$ cat src/rtl/memory_unit_2_pkg.sv
// Shared processor definitions: data/address width defaults and the memory FSM
// state encoding used by memory_unit_2.
package memory_unit_2_pkg;

    localparam int DATA_W_DEF = 16;
    localparam int ADDR_W_DEF = 16;

    typedef enum logic [1:0] {
        MEM_IDLE = 2'd0,
        MEM_WAIT = 2'd1,
        MEM_RESP = 2'd2
    } mem_state_t;

endpackage

$ cat src/rtl/memory_array_2.sv
// Single-port synchronous RAM; storage is never reset.
module memory_array_2 #(
    parameter int DATA_W = 16,
    parameter int DEPTH  = 256
) (
    input  logic                     clk,
    input  logic                     we,
    input  logic                     re,
    input  logic [$clog2(DEPTH)-1:0] addr,
    input  logic [DATA_W-1:0]        din,
    output logic [DATA_W-1:0]        dout
);

    logic [DATA_W-1:0] mem [DEPTH];

    always_ff @(posedge clk) begin
        if (we) begin
            mem[addr] <= din;
        end
        if (re) begin
            dout <= mem[addr];
        end
    end

endmodule

$ cat src/rtl/memory_unit_2.sv
// Word-addressed data memory responder: request/ready accept, programmable wait
// states, one-cycle ack carrying read data or an error flag.
module memory_unit_2
    import memory_unit_2_pkg::*;
#(
    parameter int DATA_W      = DATA_W_DEF,
    parameter int ADDR_W      = ADDR_W_DEF,
    parameter int DEPTH       = 256,
    parameter int WAIT_CYCLES = 2
) (
    input  logic              MEM_clk,
    input  logic              MEM_rst,
    input  logic [ADDR_W-1:0] MEM_addr,
    input  logic [DATA_W-1:0] MEM_data_in,
    input  logic              MEM_req,
    input  logic              MEM_rd_en,
    input  logic              MEM_wr_en,
    output logic              MEM_ready,
    output logic              MEM_ack,
    output logic              MEM_err,
    output logic [DATA_W-1:0] MEM_data_out,
    output mem_state_t        MEM_state
);

    localparam int AW    = $clog2(DEPTH);
    localparam int CNT_W = (WAIT_CYCLES > 0) ? $clog2(WAIT_CYCLES + 1) : 1;

    // Handshake: a request is taken at a posedge where MEM_req & MEM_ready;
    // the requester holds or re-issues while MEM_ready is low (no queuing).

    mem_state_t        state;
    logic [CNT_W-1:0]  cnt;
    logic [ADDR_W-1:0] addr_q;
    logic [DATA_W-1:0] data_q;
    logic              rd_q;
    logic              wr_q;
    logic              data_valid;
    logic [DATA_W-1:0] ram_dout;

    logic commit;
    logic in_range;
    logic access_ok;
    logic ram_we;
    logic ram_re;

    assign commit    = (state == MEM_WAIT) && (cnt == '0);
    assign in_range  = (addr_q >> AW) == '0;
    assign access_ok = (rd_q ^ wr_q) && in_range;
    assign ram_we    = commit && access_ok && wr_q;
    assign ram_re    = commit && access_ok && rd_q;

    assign MEM_state = state;

    always_ff @(posedge MEM_clk) begin
        if (MEM_rst) begin
            state      <= MEM_IDLE;
            cnt        <= '0;
            addr_q     <= '0;
            data_q     <= '0;
            rd_q       <= 1'b0;
            wr_q       <= 1'b0;
            MEM_ready  <= 1'b1;
            MEM_ack    <= 1'b0;
            MEM_err    <= 1'b0;
            data_valid <= 1'b0;
        end else begin
            case (state)
                MEM_IDLE: begin
                    MEM_ack <= 1'b0;
                    MEM_err <= 1'b0;
                    if (MEM_req) begin
                        addr_q    <= MEM_addr;
                        data_q    <= MEM_data_in;
                        rd_q      <= MEM_rd_en;
                        wr_q      <= MEM_wr_en;
                        cnt       <= CNT_W'(WAIT_CYCLES);
                        MEM_ready <= 1'b0;
                        state     <= MEM_WAIT;
                    end
                end
                MEM_WAIT: begin
                    if (cnt != '0) begin
                        cnt <= cnt - 1'b1;
                    end else begin
                        MEM_ack <= 1'b1;
                        MEM_err <= !access_ok;
                        if (ram_re) begin
                            data_valid <= 1'b1;
                        end
                        state <= MEM_RESP;
                    end
                end
                MEM_RESP: begin
                    MEM_ack   <= 1'b0;
                    MEM_err   <= 1'b0;
                    MEM_ready <= 1'b1;
                    state     <= MEM_IDLE;
                end
                default: begin
                    MEM_ack   <= 1'b0;
                    MEM_err   <= 1'b0;
                    MEM_ready <= 1'b1;
                    state     <= MEM_IDLE;
                end
            endcase
        end
    end

    // The RAM output register holds the last committed read; it reads as zero
    // until the first read completes after reset, since the RAM itself has no reset.
    assign MEM_data_out = data_valid ? ram_dout : '0;

    memory_array_2 #(
        .DATA_W(DATA_W),
        .DEPTH (DEPTH)
    ) u_array (
        .clk (MEM_clk),
        .we  (ram_we),
        .re  (ram_re),
        .addr(addr_q[AW-1:0]),
        .din (data_q),
        .dout(ram_dout)
    );

endmodule

$ cat config.mk
export PLATFORM = sky130hd
export DESIGN_NAME = memory_unit_2
export DESIGN_NICKNAME = d
export VERILOG_FILES = /design/src/rtl/memory_unit_2_pkg.sv /design/src/rtl/memory_array_2.sv /design/src/rtl/memory_unit_2.sv
export SDC_FILE = /design/constraint.sdc
export NUM_CORES = 2
export LEC_CHECK = 0
export CORE_ASPECT_RATIO = 0.7
export CORE_MARGIN = 1
export CORE_UTILIZATION = 57
export CTS_CLUSTER_SIZE = 24
export DETAILED_ROUTE_END_ITERATION = 16
export PLACE_DENSITY = 0.85
export SLEW_MARGIN = 5
export SYNTH_ARGS = -nofsm -noshare
export SYNTH_HDL_FRONTEND = slang
export SYNTH_SLANG_ARGS = --single-unit
$ cat constraint.sdc
create_clock -name MEM_clk -period 4.37 [get_ports MEM_clk]
set_input_delay 0.874 -clock MEM_clk [delete_from_list [all_inputs] [get_ports MEM_clk]]
set_output_delay 0.874 -clock MEM_clk [all_outputs]
set_load 0.01 [all_outputs]
* Word-level counts from Yosys, hierarchy flattened
Memories as Yosys holds them, arrays and structs flattened. A register that Yosys moved wholly into a read port is not among the register bits.
Index checks and enable logic that the tools add are counted.
** Cells by class
- $add $sub $neg :: 1
- Eq/ne operators :: 4
- Mux-type cells :: 11
- Bitwise logic cells :: 3
- Reductions and logical operators :: 17
** Operator list (count)
- 16-bit logical NOT :: 1
- 16-bit 2-to-1 mux :: 1
- 2-bit 2-to-1 mux :: 4
- 2-bit one-hot mux with 2 select lines :: 2
- 2-bit AND reduction :: 3
- 3-bit AND reduction :: 2
- 1-bit logical AND :: 5
- 2-bit logical NOT :: 2
- 2-bit inequality test (second input constant) :: 2
- 2-bit nonzero test :: 2
- 1-bit 2-to-1 mux :: 3
- 2-bit by 1-bit equality test with 1-bit output (second input constant) :: 1
- 2-bit by 1-bit inequality test with 1-bit output (second input constant) :: 1
- 1-bit inverter :: 2
- 1-bit one-hot mux with 2 select lines :: 1
- 2-bit OR reduction :: 1
- 2-bit by 1-bit subtractor with 2-bit output (second input constant) :: 1
- 1-bit logical NOT :: 1
- 1-bit bitwise XOR :: 1
** Storage, ports and cells
- Flip-flop bits (word level) :: 42
- Bits in writable memories :: 4096
- Bits of input ports :: 37
- Output and inout bits :: 21
- Word-level logic and storage cells :: 47
- Memories :: 1
** Memory list
- u_array.mem :: words 256, bits a word 16, rd ports 1, clocked after memory_dff 1, write ports 1, line memory_array_2.sv:14 : logic [DATA_W-1:0] mem [DEPTH];

* Logic depth before layout (Yosys ltp)
- Depth in word-level cells :: 6
- Depth in mapped cells :: 9

* By module
Synthesis repeated with hierarchy kept, for this count alone.
** Second synthesis, totals
- Cells, all modules :: 6936
- Area total of the unflattened synthesis :: 157277.1 um2
** Modules (own cells, without submodules)
- memory_array_2 :: instances 1, cells an instance 6727, area each 155559.2 um2, sequential area each 123478.4 um2
- memory_unit_2 :: instances 1, cells an instance 209, area each 1717.9 um2, sequential area each 840.8 um2

* Least setup slack after synthesis
No wires, ideal clock.
- Path type :: register -> register
- From :: register data_q[0]
- To :: memory u_array.mem[0][0] (data pin)
- Library setup time :: 0.856 ns
- Arrival :: 3.397 ns
- Required time :: 3.514 ns
- Setup slack :: 0.117 ns
- Cell stages (with the launch flop) :: 1
- Path buffers :: 0
- Cells stage by stage :: dfxtp_1
** RTL lines
- start: declaration :: line memory_unit_2.sv:34 : logic [DATA_W-1:0] data_q;
- start signal: assignment :: line memory_unit_2.sv:73 : data_q <= MEM_data_in;
- end: declaration :: line memory_array_2.sv:14
Straight into the memory's write port.

==> qor.csv <==
metric,value,unit
ys_seq_area_share,79.1,%
nNetsFinal,7520,
io_pins,58,
cts_num_sinks,4154,
fill_cells,15700,
p_sw,17.9,mW
critPathSlowestCell,dfxtp_4,
grt-ovfl-total,0,
dr.pass1.iters,7,
cap_violations,0,
die_w,629,um
p_comb_share,5.6,%
drv_slew,0,
netlist_instances,6910,
dp_cells,10800,
p_per_area,455,nW/um2
vias,86100,
antenna_found_initial,40,
clk_path_buf_depth,4,
grt_pass1_wl,651000,um
drive_gt1_share,27.8,%
start_util,57.6,%
hp-class,flop to flop,
rsz0062_at_grt,false,
drt_iter0_drc,17600,
layoutNonFillerInstCount,11400,
dpl-instance-area,166000,um2
yosysTopAreaCell,edfxtp_1,
yosysWarnings,0,
htreeDepth,5,
remaining_drc_errors,0,
synth_cell_types,32,
path_max_fanout,41,
fin_skew,83.1,ps
die_h,441,um
p_leak,56.4,nW
ant_nets,0,
cp.required,4990,ps
synthTopCellsByArea,"edfxtp_1 79%, mux4_2 15%, a22oi_1 2.4%",
routed_wl,468000,um
syn-num-nets,6948,
total_power,80.4,mW
setup_violations,0,
clock-root-buffer,clkbuf_16,
clockPowerShare,39.3,%
hold_violations,0,
io_buffer_count,57,
pwr-share-seq,55.0,%
path_cells,buf_12 -> buf_12 -> mux4_2 -> a22oi_1 -> a21oi_1 -> o41ai_1 -> buf_4 -> nand4_1,
dieArea,278000,um2
end_kind,flop,
path_clk_slew,70,ps
areaGrowthSynthToFinish,12.7,%
crit_arrival,4920,ps
slowest_delay,960,ps
worst_slew_pin_slew,1380,ps
finish.instance_area,177000,um2
cts_buffers,351,
routed_via_density,7.54,
tns,0,ps
final_core_util,64.9,%
grt_pass1_vias,84200,
crit_path_frequent_cell,buf_12,
path_class,flop to flop,
cts_resized,1,
core_area,273000,um2
slew_headroom,8.19,%
outcome,finished clean,
tritoncts,yes,
peakVddDrop,353,uV
postSynthAreaPerCell,22.7,um2
place_congestion,0.885,
grt_max_degree,165,
synth_top_area_share,78.6,%
postCtsSetupRepairBufs,0,
intPower,62.5,mW
min_period,4300,ps
postCtsHoldBufs,0,
dpl.hpwl,249000,um
synth-seq-cells,4154,
critPathLaunchType,flop,
avgRoutedWirePerCell,41.0,um
fmax,0.233,GHz
fp-row-count,160,
grtUsageTotal,33.6,%
swShare,22.3,%
netlist_area,157000,um2
insertion_delay,950,ps
period_share,98.4,%
-- worst max-delay path: cells and delay by family, from the launching register on --
kind,cells,cell delay (ps)
buffers and inverters,3,940
flip-flops,1,960
AO/OA/AOI/OAI,3,1520
AND/OR/NAND/NOR,1,110
multiplexers,1,380
-- sequential cells by signal, summed over array words and instances, names as in the netlist, 2 cells and up --
name	flops
u_array.dout	16
addr_q	16
cnt	2
data_q	16
MEM_state	2
u_array.mem	4096
-- layout make-up --
class                           count  area [um2]  area share, %
Clock inverter                    199        1840           1.04
Sequential cell                  4154      124000           70.3
Multi-Input combinational cell   2323       31000           17.5
Clock buffer                      425        9250           5.23
Inverter                            5        18.8         0.0106
Antenna cell                       21        52.6         0.0297
Timing Repair Buffer              647        5820           3.29
Tap cell                         3645        4560           2.58
-- cells in the mapped netlist --
cell type / count
xor2_1: 1
nor2_1: 268
ha_1: 1
inv_1: 5
edfxtp_1: 4112
nand4b_1: 2
a22oi_1: 512
nor3_1: 1
nand3b_1: 6
buf_4: 16
nor4_1: 1
mux4_2: 1024
nand4_1: 19
a21oi_1: 291
clkbuf_1: 254
a221oi_1: 1
o211a_1: 1
nor4_4: 2
o21a_1: 1
and2_1: 19
nor2b_1: 8
nor3b_1: 1
or2_2: 2
nand3_1: 10
buf_1: 57
nand2_1: 83
a211o_1: 1
buf_6: 24
nand2b_1: 4
dfxtp_1: 42
o41ai_1: 64
buf_2: 77
-- layer usage --
metal	part of all wire, %	GRT usage, %	vias up
met2	46	53.0	9972
met1	31	42.4	43400
li1	-	-	30700
met4	6.7	16.7	34
met3	16	11.2	2009
met5	0.048	0.0842	-
-- metrics by stage --
step / hold slack (ps) / worst slack (ps)
2_1_floorplan: 432 / 117
3_3_place_gp: 443 / -1030
4_1_cts: 458 / 134
3_5_place_dp: 448 / 204
5_1_grt: 491 / 126
6_report: 455 / 71.1
-- placed cells by master, fill, tap and decap left out, types with 21 or more instances in the layout --
cell type        Yosys  final
diode_2              0     21
clkbuf_1           254     64
buf_4               16    524
mux4_2            1024   1024
clkinv_1             0     77
clkbuf_16            0    359
bufinv_16            0     32
clkdlybuf4s50_1      0     57
nor2_1             268    266
a22oi_1            512    512
clkinv_2             0     62
o41ai_1             64     43
buf_12               0     65
nand2_1             83     82
o41ai_2              0     21
dfxtp_1             42     24
a21oi_1            291    291
edfxtp_1          4112   4112
-- worst paths after layout --
path	from	endpoint	slack, ps	cells after the start
min	addr_q[11]	addr_q[11]	450	2
max	addr_q[1]	u_array.dout[14]	70	8
max reg2reg	addr_q[1]	u_array.dout[14]	70	8
min reg2reg	addr_q[11]	addr_q[11]	450	2
-- cell families after synthesis --
logic type,count (synthesis),share of synthesized area [%]
simple gates,426,1.16
xor+xnor,1,0.00558
fa+ha+maj,1,0.00796
flops,4154,79.1
compound gates,871,3.75
buf+inv,433,1.25
mux,1024,14.7
-- power groups by stage --
stage	registers (mW)	logic, mW	clock network, mW
after CTS	44.2	4.40	31.5
after floorplan	45.4	2.27	0
after global routing	44.2	4.61	32.9
final	44.2	4.54	31.7
after detailed placement	45.1	4.24	0
after global placement	45.1	4.06	0
Power figures use the tool's default switching activity.
